$ cat src/rtl/wb_cmd_master_if.sv
// wb_cmd_master_if: Wishbone classic-cycle bus between the command master and a register slave.
interface wb_cmd_master_if #(
  parameter int DATA_WIDTH = 32,
  parameter int ADDR_WIDTH = 5
);
  localparam int SEL_WIDTH = DATA_WIDTH / 8;
  logic [ADDR_WIDTH-1:0] wb_adr_o;
  logic [DATA_WIDTH-1:0] wb_dat_o;
  logic [DATA_WIDTH-1:0] wb_dat_i;
  logic                  wb_we_o;
  logic [SEL_WIDTH-1:0]  wb_sel_o;
  logic                  wb_stb_o;
  logic                  wb_cyc_o;
  logic                  wb_ack_i;
  modport master (
    output wb_adr_o, wb_dat_o, wb_we_o, wb_sel_o, wb_stb_o, wb_cyc_o,
    input  wb_dat_i, wb_ack_i
  );
  modport slave (
    input  wb_adr_o, wb_dat_o, wb_we_o, wb_sel_o, wb_stb_o, wb_cyc_o,
    output wb_dat_i, wb_ack_i
  );
endinterface

$ cat src/rtl/wb_cmd_master.sv
// wb_cmd_master: queued command stream to Wishbone classic single cycles with buffered responses,
// ack timeout reporting and interrupt rising-edge detection.
module wb_cmd_master #(
  parameter int DATA_WIDTH = 32,
  parameter int ADDR_WIDTH = 5,
  parameter int FIFO_DEPTH = 4,
  parameter int TIMEOUT    = 255,
  localparam int SEL_WIDTH = DATA_WIDTH / 8
) (
  input  logic                  wb_clk_i,
  input  logic                  wb_rst_i,
  input  logic                  cmd_valid,
  output logic                  cmd_ready,
  input  logic                  cmd_we,
  input  logic [ADDR_WIDTH-1:0] cmd_adr,
  input  logic [DATA_WIDTH-1:0] cmd_dat,
  input  logic [SEL_WIDTH-1:0]  cmd_sel,
  output logic                  rsp_valid,
  input  logic                  rsp_ready,
  output logic [DATA_WIDTH-1:0] rsp_dat,
  output logic                  rsp_we,
  output logic                  rsp_err,
  wb_cmd_master_if.master       wb,
  input  logic                  int_i,
  output logic                  irq_rise_o,
  output logic                  busy_o
);
  localparam int PW = $clog2(FIFO_DEPTH);
  localparam int CW = 1 + ADDR_WIDTH + DATA_WIDTH + SEL_WIDTH;
  localparam int RW = DATA_WIDTH + 2;
  typedef enum logic {IDLE, BUS} state_t;
  state_t r_state, w_state_n;
  logic [CW-1:0] r_cmd_mem [FIFO_DEPTH];
  logic [RW-1:0] r_rsp_mem [FIFO_DEPTH];
  logic [PW:0] r_cmd_wp, r_cmd_rp, r_rsp_wp, r_rsp_rp;
  logic [15:0] r_cnt;
  logic r_int_q, r_irq;
  logic w_cmd_full, w_cmd_empty, w_rsp_full, w_cmd_push, w_rsp_pop, w_start, w_done;
  logic [RW-1:0] w_rsp_in;
  assign w_cmd_empty = r_cmd_wp == r_cmd_rp;
  assign w_cmd_full  = r_cmd_wp == {~r_cmd_rp[PW], r_cmd_rp[PW-1:0]};
  assign w_rsp_full  = r_rsp_wp == {~r_rsp_rp[PW], r_rsp_rp[PW-1:0]};
  assign cmd_ready   = !w_cmd_full;
  assign rsp_valid   = r_rsp_wp != r_rsp_rp;
  assign {rsp_dat, rsp_we, rsp_err} = r_rsp_mem[r_rsp_rp[PW-1:0]];
  assign w_cmd_push  = cmd_valid && !w_cmd_full;
  assign w_rsp_pop   = rsp_valid && rsp_ready;
  assign busy_o      = r_state != IDLE || !w_cmd_empty;
  assign irq_rise_o  = r_irq;
  // Starting only with response space free means a finished transaction can always be recorded.
  always_comb begin
    w_start   = r_state == IDLE && !w_cmd_empty && !w_rsp_full;
    w_done    = r_state == BUS && (wb.wb_ack_i || r_cnt == 16'(TIMEOUT - 1));
    w_rsp_in  = wb.wb_ack_i ? {wb.wb_we_o ? {DATA_WIDTH{1'b0}} : wb.wb_dat_i, wb.wb_we_o, 1'b0}
                            : {{DATA_WIDTH{1'b0}}, wb.wb_we_o, 1'b1};
    w_state_n = w_start ? BUS : w_done ? IDLE : r_state;
  end
  always_ff @(posedge wb_clk_i) begin
    if (wb_rst_i) begin
      r_state     <= IDLE;
      r_cmd_wp    <= '0;
      r_cmd_rp    <= '0;
      r_rsp_wp    <= '0;
      r_rsp_rp    <= '0;
      r_cnt       <= '0;
      r_int_q     <= 1'b0;
      r_irq       <= 1'b0;
      wb.wb_cyc_o <= 1'b0;
      wb.wb_stb_o <= 1'b0;
      wb.wb_we_o  <= 1'b0;
      wb.wb_adr_o <= '0;
      wb.wb_dat_o <= '0;
      wb.wb_sel_o <= '0;
    end else begin
      r_state     <= w_state_n;
      r_int_q     <= int_i;
      r_irq       <= int_i && !r_int_q;
      wb.wb_cyc_o <= w_state_n == BUS;
      wb.wb_stb_o <= w_state_n == BUS;
      if (w_cmd_push) begin
        r_cmd_mem[r_cmd_wp[PW-1:0]] <= {cmd_we, cmd_adr, cmd_dat, cmd_sel};
        r_cmd_wp <= r_cmd_wp + 1'b1;
      end
      if (w_start) begin
        {wb.wb_we_o, wb.wb_adr_o, wb.wb_dat_o, wb.wb_sel_o} <= r_cmd_mem[r_cmd_rp[PW-1:0]];
        r_cmd_rp <= r_cmd_rp + 1'b1;
        r_cnt    <= '0;
      end else if (r_state == BUS) begin
        r_cnt <= r_cnt + 1'b1;
      end
      if (w_done) begin
        r_rsp_mem[r_rsp_wp[PW-1:0]] <= w_rsp_in;
        r_rsp_wp <= r_rsp_wp + 1'b1;
      end
      if (w_rsp_pop) r_rsp_rp <= r_rsp_rp + 1'b1;
    end
  end
endmodule

$ cat src/flat_wrapper.sv
// flat-port wrapper written by rule: the top's interface ports become plain ports
module wb_cmd_master_flat 
#(
  parameter int DATA_WIDTH = 32,
  parameter int ADDR_WIDTH = 5,
  parameter int FIFO_DEPTH = 4,
  parameter int TIMEOUT    = 255,
  localparam int SEL_WIDTH = DATA_WIDTH / 8
)
  (wb_clk_i, wb_rst_i, cmd_valid, cmd_ready, cmd_we, cmd_adr, cmd_dat, cmd_sel, rsp_valid, rsp_ready, rsp_dat, rsp_we, rsp_err, int_i, irq_rise_o, busy_o, wb_wb_adr_o, wb_wb_dat_o, wb_wb_we_o, wb_wb_sel_o, wb_wb_stb_o, wb_wb_cyc_o, wb_wb_dat_i, wb_wb_ack_i);
  wb_cmd_master_if #(.DATA_WIDTH(DATA_WIDTH), .ADDR_WIDTH(ADDR_WIDTH)) wb_i ();
  input  logic wb_clk_i;
  input  logic wb_rst_i;
  input  logic cmd_valid;
  output logic cmd_ready;
  input  logic cmd_we;
  input  logic [ADDR_WIDTH-1:0] cmd_adr;
  input  logic [DATA_WIDTH-1:0] cmd_dat;
  input  logic [SEL_WIDTH-1:0] cmd_sel;
  output logic rsp_valid;
  input  logic rsp_ready;
  output logic [DATA_WIDTH-1:0] rsp_dat;
  output logic rsp_we;
  output logic rsp_err;
  input  logic int_i;
  output logic irq_rise_o;
  output logic busy_o;
  output wire logic [$bits(wb_i.wb_adr_o)-1:0] wb_wb_adr_o;
  output wire logic [$bits(wb_i.wb_dat_o)-1:0] wb_wb_dat_o;
  output wire logic [$bits(wb_i.wb_we_o)-1:0] wb_wb_we_o;
  output wire logic [$bits(wb_i.wb_sel_o)-1:0] wb_wb_sel_o;
  output wire logic [$bits(wb_i.wb_stb_o)-1:0] wb_wb_stb_o;
  output wire logic [$bits(wb_i.wb_cyc_o)-1:0] wb_wb_cyc_o;
  input wire logic [$bits(wb_i.wb_dat_i)-1:0] wb_wb_dat_i;
  input wire logic [$bits(wb_i.wb_ack_i)-1:0] wb_wb_ack_i;
  assign wb_wb_adr_o = wb_i.wb_adr_o;
  assign wb_wb_dat_o = wb_i.wb_dat_o;
  assign wb_wb_we_o = wb_i.wb_we_o;
  assign wb_wb_sel_o = wb_i.wb_sel_o;
  assign wb_wb_stb_o = wb_i.wb_stb_o;
  assign wb_wb_cyc_o = wb_i.wb_cyc_o;
  assign wb_i.wb_dat_i = wb_wb_dat_i;
  assign wb_i.wb_ack_i = wb_wb_ack_i;
  wb_cmd_master #(.DATA_WIDTH(DATA_WIDTH), .ADDR_WIDTH(ADDR_WIDTH), .FIFO_DEPTH(FIFO_DEPTH), .TIMEOUT(TIMEOUT)) u_core (.wb_clk_i(wb_clk_i), .wb_rst_i(wb_rst_i), .cmd_valid(cmd_valid), .cmd_ready(cmd_ready), .cmd_we(cmd_we), .cmd_adr(cmd_adr), .cmd_dat(cmd_dat), .cmd_sel(cmd_sel), .rsp_valid(rsp_valid), .rsp_ready(rsp_ready), .rsp_dat(rsp_dat), .rsp_we(rsp_we), .rsp_err(rsp_err), .wb(wb_i), .int_i(int_i), .irq_rise_o(irq_rise_o), .busy_o(busy_o));
endmodule
$ cat config.mk
export PLATFORM = sky130hd
export DESIGN_NAME = wb_cmd_master_flat
export DESIGN_NICKNAME = d
export VERILOG_FILES = /design/src/rtl/wb_cmd_master_if.sv /design/src/rtl/wb_cmd_master.sv /design/src/flat_wrapper.sv
export SDC_FILE = /design/constraint.sdc
export NUM_CORES = 1
export LEC_CHECK = 0
export CAP_MARGIN = 20
export CORE_MARGIN = 4
export CORE_UTILIZATION = 45
export CTS_BUF_LIST = sky130_fd_sc_hd__clkbuf_4 sky130_fd_sc_hd__clkbuf_8
export CTS_CLUSTER_DIAMETER = 40
export DETAILED_ROUTE_END_ITERATION = 7
export PLACE_DENSITY = 0.66
export SETUP_SLACK_MARGIN = 0.3
export SLEW_MARGIN = 30
export SYNTH_ARGS = -nofsm -noshare
export SYNTH_HDL_FRONTEND = slang
export SYNTH_SLANG_ARGS = --single-unit
$ cat constraint.sdc
create_clock -name wb_clk_i -period 9.6 [get_ports wb_clk_i]
set_clock_uncertainty 0.2 [all_clocks]
set_input_delay 1.92 -clock wb_clk_i [delete_from_list [all_inputs] [get_ports wb_clk_i]]
set_output_delay 1.92 -clock wb_clk_i [all_outputs]
set_load 0.03 [all_outputs]
==> metrics.txt, run 1 <==
Period Utilization, post-route=51.7%; net count of the finished layout=~1100; first-pass GRT wire length=between 40000 and 50000 um; first-pass detailed-route iteration total=4; DR WL met2=between 10000 and 15000 um; all-layer global routing usage=17.1%; Hold Buf Count CTS=0; maximum number of pins on one net before global-route repair=between 60 and 70; top achievable clock speed=between 200 and 250 MHz; synth-to-layout area growth=24.7%; syn_area_per_cell=about 18 sq um; largest fanout of any net on the critical path=25; fin crit period=about 5000 ps; routed length on met1=approximately 12000 um; worst-path cell chain=buf_4, mux4_2, clkdlybuf4s50_1; unrepaired setup endpoints after global routing=false; clock insertion delay at the later pin of the skew report=around 580 ps; standard cell with the maximum stage delay on the critical path=sky130_fd_sc_hd__clkdlybuf4s50_1; Setup TNS=0 ps; share of synthesized area occupied by flip-flops and latches=73.9%; category of the worst setup path capture point=output pin; Std-Cell Rows=65; Chip Width=about 190 um; DR top layer=met5; critical path data required time=7480 ps; class of the most critical hold timing path=reg2reg; antenna violations before repair=2; Iter 0 DRT Violations=382; average routed wire per standard cell=approximately 20 um; number of buffers created by CTS=66; worst voltage drop across the vdd grid=~0.00018 V; mapped cell area=14400 sq um; max-slew violation total from the final report=0; post-cts repair resize count=0; biggest area consumer among synthesized cells=sky130_fd_sc_hd__edfxtp_1; count of yosys warnings during synthesis=0; Clock Tree Buf Depth=3; worst-case reg-to-reg path depth=6; Worst EP arrival=about 2800 ps; power per unit of standard cell area=approximately 270 nW/um^2; result of the run=finished clean; layout cells sized above 1=between 20% and 30%; half-perimeter wire length after detailed placement=roughly 17000 um; GR Overflow Total=0; hold violation count in the final report=0; #FFs+latches synth=379; routed vias/inst=approximately 5.3; synth cell count leaders=304 x sky130_fd_sc_hd__edfxtp_1, 76 x sky130_fd_sc_hd__mux4_2, 75 x sky130_fd_sc_hd__dfxtp_1; Initial Util=around 46%; root buffer cell=sky130_fd_sc_hd__clkbuf_8; Max-Cap Viols=0; number of cells on the worst hold path=1; Unique masters post-synth=40; utilization after layout=a little under three fifths; Die Area=approximately 35000 sq um; wire length on met3=1940 um; async set-reset flop share out of synthesis=0%; share of the synthesized area in the top cell type=roughly 63%; net count after synthesis=904; final routed wirelength across all metal layers=approximately 30000 um; WS Path Type=reg2out; DR vias=about 8000; Max-Slew Margin vs Limit=roughly 43%; crit start category=flop; Least-Margin Pin Slew=between 800 and 900 ps; antenna viol nets, final=0; Floorplan Core Area=approximately 32000 sq um; count of final setup violators=0; CP max stage delay=between 600 and 700 ps; most used flip-flop cell after synthesis=sky130_fd_sc_hd__edfxtp_1; vias in the first global route=8433; Port-buffer cells=161; synthesized instance count=between 800 and 900; number of buffers added for setup after CTS=0; multi-input gate area in the final layout=between 3000 and 4000 sq um; top-level port count=between 150 and 200; DIE HEIGHT=about 190 um; most numerous cell in the Yosys netlist=sky130_fd_sc_hd__edfxtp_1; DR DRC count=0; Clk pin slew, worst setup/hold paths=about 60 ps; storage element area=between 10000 and 15000 sq um; CTS sink cnt=379; clock tree from TritonCTS=yes; gp weighted congestion=between 0.6 and 0.7; filler cell count=between 2000 and 2500; leading post-synthesis cells by cell area=sky130_fd_sc_hd__edfxtp_1 63%, sky130_fd_sc_hd__mux4_2 12%, sky130_fd_sc_hd__dfxtp_1 10%, sky130_fd_sc_hd__a21oi_1 1.6%, sky130_fd_sc_hd__o21ai_0 1.6%; EDFF count, synth=between 300 and 400; leak pwr=between 5 and 6 nW; CTS HTree Levels=3
==> logic make-up after synthesis <==
group	synth area share [%]
xor+xnor	1.58
simple gates	5.75
flops	73.9
buf+inv	1.58
compound gates	3.95
mux	12.2
fa+ha+maj	1.04
==> state kept, by name, summed over array words and instances, names as in the netlist, 4 cells and up, named ones only <==
register,count
u_core.r_cnt,16
u_core.wb.wb_adr_o,5
u_core.wb.wb_dat_o,32
u_core.wb.wb_sel_o,4
u_core.r_cmd_mem,168
u_core.r_rsp_mem,136
==> layout by cell type, fill, tap and decap left out, types with 2 or more instances in the layout <==
cell and instances:
sky130_fd_sc_hd__a21oi_1 47, sky130_fd_sc_hd__and2_1 32, sky130_fd_sc_hd__and2_2 4, sky130_fd_sc_hd__buf_4 18
sky130_fd_sc_hd__bufinv_16 5, sky130_fd_sc_hd__clkbuf_4 17, sky130_fd_sc_hd__clkbuf_8 75, sky130_fd_sc_hd__clkdlybuf4s50_1 160
sky130_fd_sc_hd__clkinv_1 8, sky130_fd_sc_hd__clkinv_2 8, sky130_fd_sc_hd__clkinv_8 2, sky130_fd_sc_hd__clkinvlp_4 2
sky130_fd_sc_hd__dfxtp_1 72, sky130_fd_sc_hd__dfxtp_2 2, sky130_fd_sc_hd__edfxtp_1 304, sky130_fd_sc_hd__ha_1 12
sky130_fd_sc_hd__inv_1 7, sky130_fd_sc_hd__inv_6 2, sky130_fd_sc_hd__mux2i_1 2, sky130_fd_sc_hd__mux4_2 76
sky130_fd_sc_hd__nand2_1 10, sky130_fd_sc_hd__nand3_1 43, sky130_fd_sc_hd__nand4_1 5, sky130_fd_sc_hd__nor2_1 30
sky130_fd_sc_hd__nor2b_1 3, sky130_fd_sc_hd__nor3_1 2, sky130_fd_sc_hd__nor3b_2 4, sky130_fd_sc_hd__nor4_1 3
sky130_fd_sc_hd__o21ai_0 47, sky130_fd_sc_hd__o311ai_0 2, sky130_fd_sc_hd__o31ai_1 4, sky130_fd_sc_hd__or3_1 5
sky130_fd_sc_hd__or4_1 3, sky130_fd_sc_hd__xnor2_1 14, sky130_fd_sc_hd__xor2_1 12
==> final timing paths <==
check | end | slack (ps) | from
max | rsp_dat[26] | 4640 | flop
min | u_core.irq_rise_o | 180 | u_core.r_int_q
max reg2reg | u_core.r_cmd_mem[1][5] | 6520 | u_core.r_cmd_rp[1]
min reg2reg | u_core.irq_rise_o | 180 | u_core.r_int_q
==> power by group <==
part | switching (mW) | internal (mW) | leakage [nW]
Sequential | 0.0815 | 1.93 | 3.39
Combinational | 0.764 | 0.525 | 1.73
Clock | 0.643 | 0.927 | 0.761
Total | 1.49 | 3.38 | 5.88
==> cell type report <==
| cell class | instances | share of cell area [%] |
|---|---|---|
| clock buffer | 92 | 6.46 |
| tap | 402 | 2.80 |
| inverter | 7 | 0.146 |
| antenna | 1 | 0.0139 |
| multi-input combinational | 377 | 19.9 |
| sequential | 379 | 59.3 |
| timing repair buffer | 179 | 9.71 |
| clock inverter | 28 | 1.65 |
==> layer usage <==
metal	up-vias	global-route usage [%]
li1	3596	-
met1	3930	21.9
met2	224	28.7
met3	45	5.08
met4	4	4.64
met5	-	0
==> critical path: cells and delay by family, from the launching register on <==
| kind | cells | cell delay, ps |
|---|---|---|
| mux | 1 | 590 |
| buf+inv | 2 | 1120 |
| flops | 1 | 540 |
==> through the flow <==
stage / worst slack, ps / hold WS (ps) / instances / area [sq um] / total power, mW
2_1_floorplan: 4050 / 167 / 812 / 14400 / 2.85
3_3_place_gp: 5200 / 173 / 1344 / 16500 / 3.34
3_5_place_dp: 5160 / 179 / 1344 / 16500 / 3.35
4_1_cts: 4540 / 186 / 1464 / 17900 / 4.94
5_1_grt: 4450 / 218 / 1464 / 17900 / 5.11
6_report: 4640 / 181 / 1465 / 17900 / 4.87
Note: power is estimated with default switching activity, not from simulation.
==> inputs of run 2 (changes only) <==
==> constraint.sdc (replaced) <==
create_clock -name wb_clk_i -period 5 [get_ports wb_clk_i]
set_clock_uncertainty 0.2 [all_clocks]
set_input_delay 1 -clock wb_clk_i [delete_from_list [all_inputs] [get_ports wb_clk_i]]
set_output_delay 1 -clock wb_clk_i [all_outputs]
set_load 0.03 [all_outputs]
==> run 2 against run 1 <==
Sequential power is 94% higher. Clock power is 78% higher. Via count is 1.9% higher. Critical endpoint is now rsp_dat[19]. Largest cell class unchanged.
==> metrics.txt, run 2 (synthesis results as in run 1) <==
Clock Tree Buf Depth=3; net count of the finished layout=1100; Period Utilization, post-route=79.2%; Floorplan Core Area=31600 sq um; DR vias=between 7000 and 8000; category of the worst setup path capture point=output pin; maximum number of pins on one net before global-route repair=66; Initial Util=between 40% and 50%; largest fanout of any net on the critical path=15; worst voltage drop across the vdd grid=0.000355 V; PnR Total Power=9.13 mW; layout cells sized above 1=a little over a fifth; Hold Buf Count CTS=0; post-cts repair resize count=0; power per unit of standard cell area=approximately 510 nW/um^2; Clk pin slew, worst setup/hold paths=around 60 ps; root buffer cell=sky130_fd_sc_hd__clkbuf_8; Max-Slew Margin vs Limit=roughly half; class of the most critical hold timing path=reg2reg; antenna violations before repair=3; Worst EP arrival=roughly 2800 ps; DR DRC count=0; Die Area=about 35000 sq um; clock insertion delay at the later pin of the skew report=610 ps; first-pass detailed-route iteration total=4; Iter 0 DRT Violations=around 560; CTS sink cnt=379; top-level port count=approximately 160; all-layer global routing usage=about 17%; antenna viol nets, final=0; Std-Cell Rows=65; fin crit period=between 3000 and 4000 ps; vias in the first global route=~8400; top achievable clock speed=~250 MHz; number of buffers created by CTS=between 60 and 70; gp weighted congestion=0.747; filler cell count=roughly 2400; Chip Width=187 um; flip-flop count of the largest register after layout=168; first-pass GRT wire length=about 47000 um; half-perimeter wire length after detailed placement=between 15000 and 20000 um; unrepaired setup endpoints after global routing=false; synth-to-layout area growth=24.1%; Port-buffer cells=roughly 160; critical path data required time=3800 ps; most frequent standard cell in the layout excluding fill and tap cells=sky130_fd_sc_hd__edfxtp_1; Max-Cap Viols=0; routed vias/inst=about 5.4; storage element area=between 10000 and 15000 sq um; max-slew violation total from the final report=0; final routed wirelength across all metal layers=29700 um; highest-count cells in the layout ignoring fill and taps=304 x sky130_fd_sc_hd__edfxtp_1, 160 x sky130_fd_sc_hd__clkdlybuf4s50_1, 76 x sky130_fd_sc_hd__mux4_2; multi-input gate area in the final layout=about 3600 sq um; leak pwr=~5.8 nW; number of buffers added for setup after CTS=0; hold violation count in the final report=0; DIE HEIGHT=187 um; clock tree from TritonCTS=yes; average routed wire per standard cell=about 20 um; result of the run=finished clean; Least-Margin Pin Slew=746 ps; crit start category=flop; GR Overflow Total=0; count of final setup violators=0; WS Path Type=reg2out; CTS HTree Levels=2; Setup TNS=0 ps
[run 2: changes by cell type in the layout (fill, tap and decap cells not counted), moves of 2 or more]
cell / delta
sky130_fd_sc_hd__clkinv_8: -2
sky130_fd_sc_hd__clkinvlp_4: +2
sky130_fd_sc_hd__buf_4: +3
sky130_fd_sc_hd__bufinv_16: -2
sky130_fd_sc_hd__clkbuf_8: -6
sky130_fd_sc_hd__clkbuf_4: +5
sky130_fd_sc_hd__clkinv_1: -2
[run 2: area by class of cell]
type                            count  share of cell area [%]
Multi-Input combinational cell    377                    20.1
Clock inverter                     25                    1.25
Sequential cell                   379                    59.6
Antenna cell                        1                  0.0140
Inverter                            7                   0.147
Timing Repair Buffer              182                    9.88
Clock buffer                       91                    6.25
Tap cell                          402                    2.82
[run 2: worst max-delay path, cell delays in order (launching register included)]
cell and delay (ps):
sky130_fd_sc_hd__dfxtp_2 670, sky130_fd_sc_hd__buf_4 340, sky130_fd_sc_hd__mux4_2 540, sky130_fd_sc_hd__clkdlybuf4s50_1 610
[run 2: where the power goes]
part           switching [mW]  leakage, nW  internal [mW]  total [mW]
clock network            1.19        0.703           1.60        2.79
registers               0.182         3.39           3.70        3.89
logic                    1.44         1.75           1.01        2.45
total                    2.81         5.84           6.32        9.13
[run 2: path summary, 6_finish.rpt]
kind                                      start                      end  slack [ps]  cells past startpoint
worst min-delay path             u_core.r_int_q        u_core.irq_rise_o         180                      1
worst max-delay path                       flop              rsp_dat[19]        1040                      3
worst min register to register   u_core.r_int_q        u_core.irq_rise_o         180                      1
worst max register to register  u_core.r_cnt[1]  u_core.r_rsp_mem[2][33]        2200                      6
[run 2: stage by stage]
step	instance area (sq um)	setup WS, ps	hold WS (ps)	util (%)	std cells
floorplan	14400	298	167	-	812
global placement	16500	1610	171	52.3	1347
detailed placement	16500	1560	178	52.3	1347
CTS	17800	927	186	56.6	1463
global route	17800	825	220	56.6	1463
finish	17900	1040	180	56.6	1464
[run 2: per-layer routing]
layer | vias up | share of wire (%) | GRT usage, %
li1 | 3592 | - | -
met1 | 4028 | 41 | 22.2
met2 | 281 | 50 | 27.8
met3 | 37 | 7.5 | 4.87
met4 | 6 | 1.4 | 4.12
met5 | - | 0.12 | 0
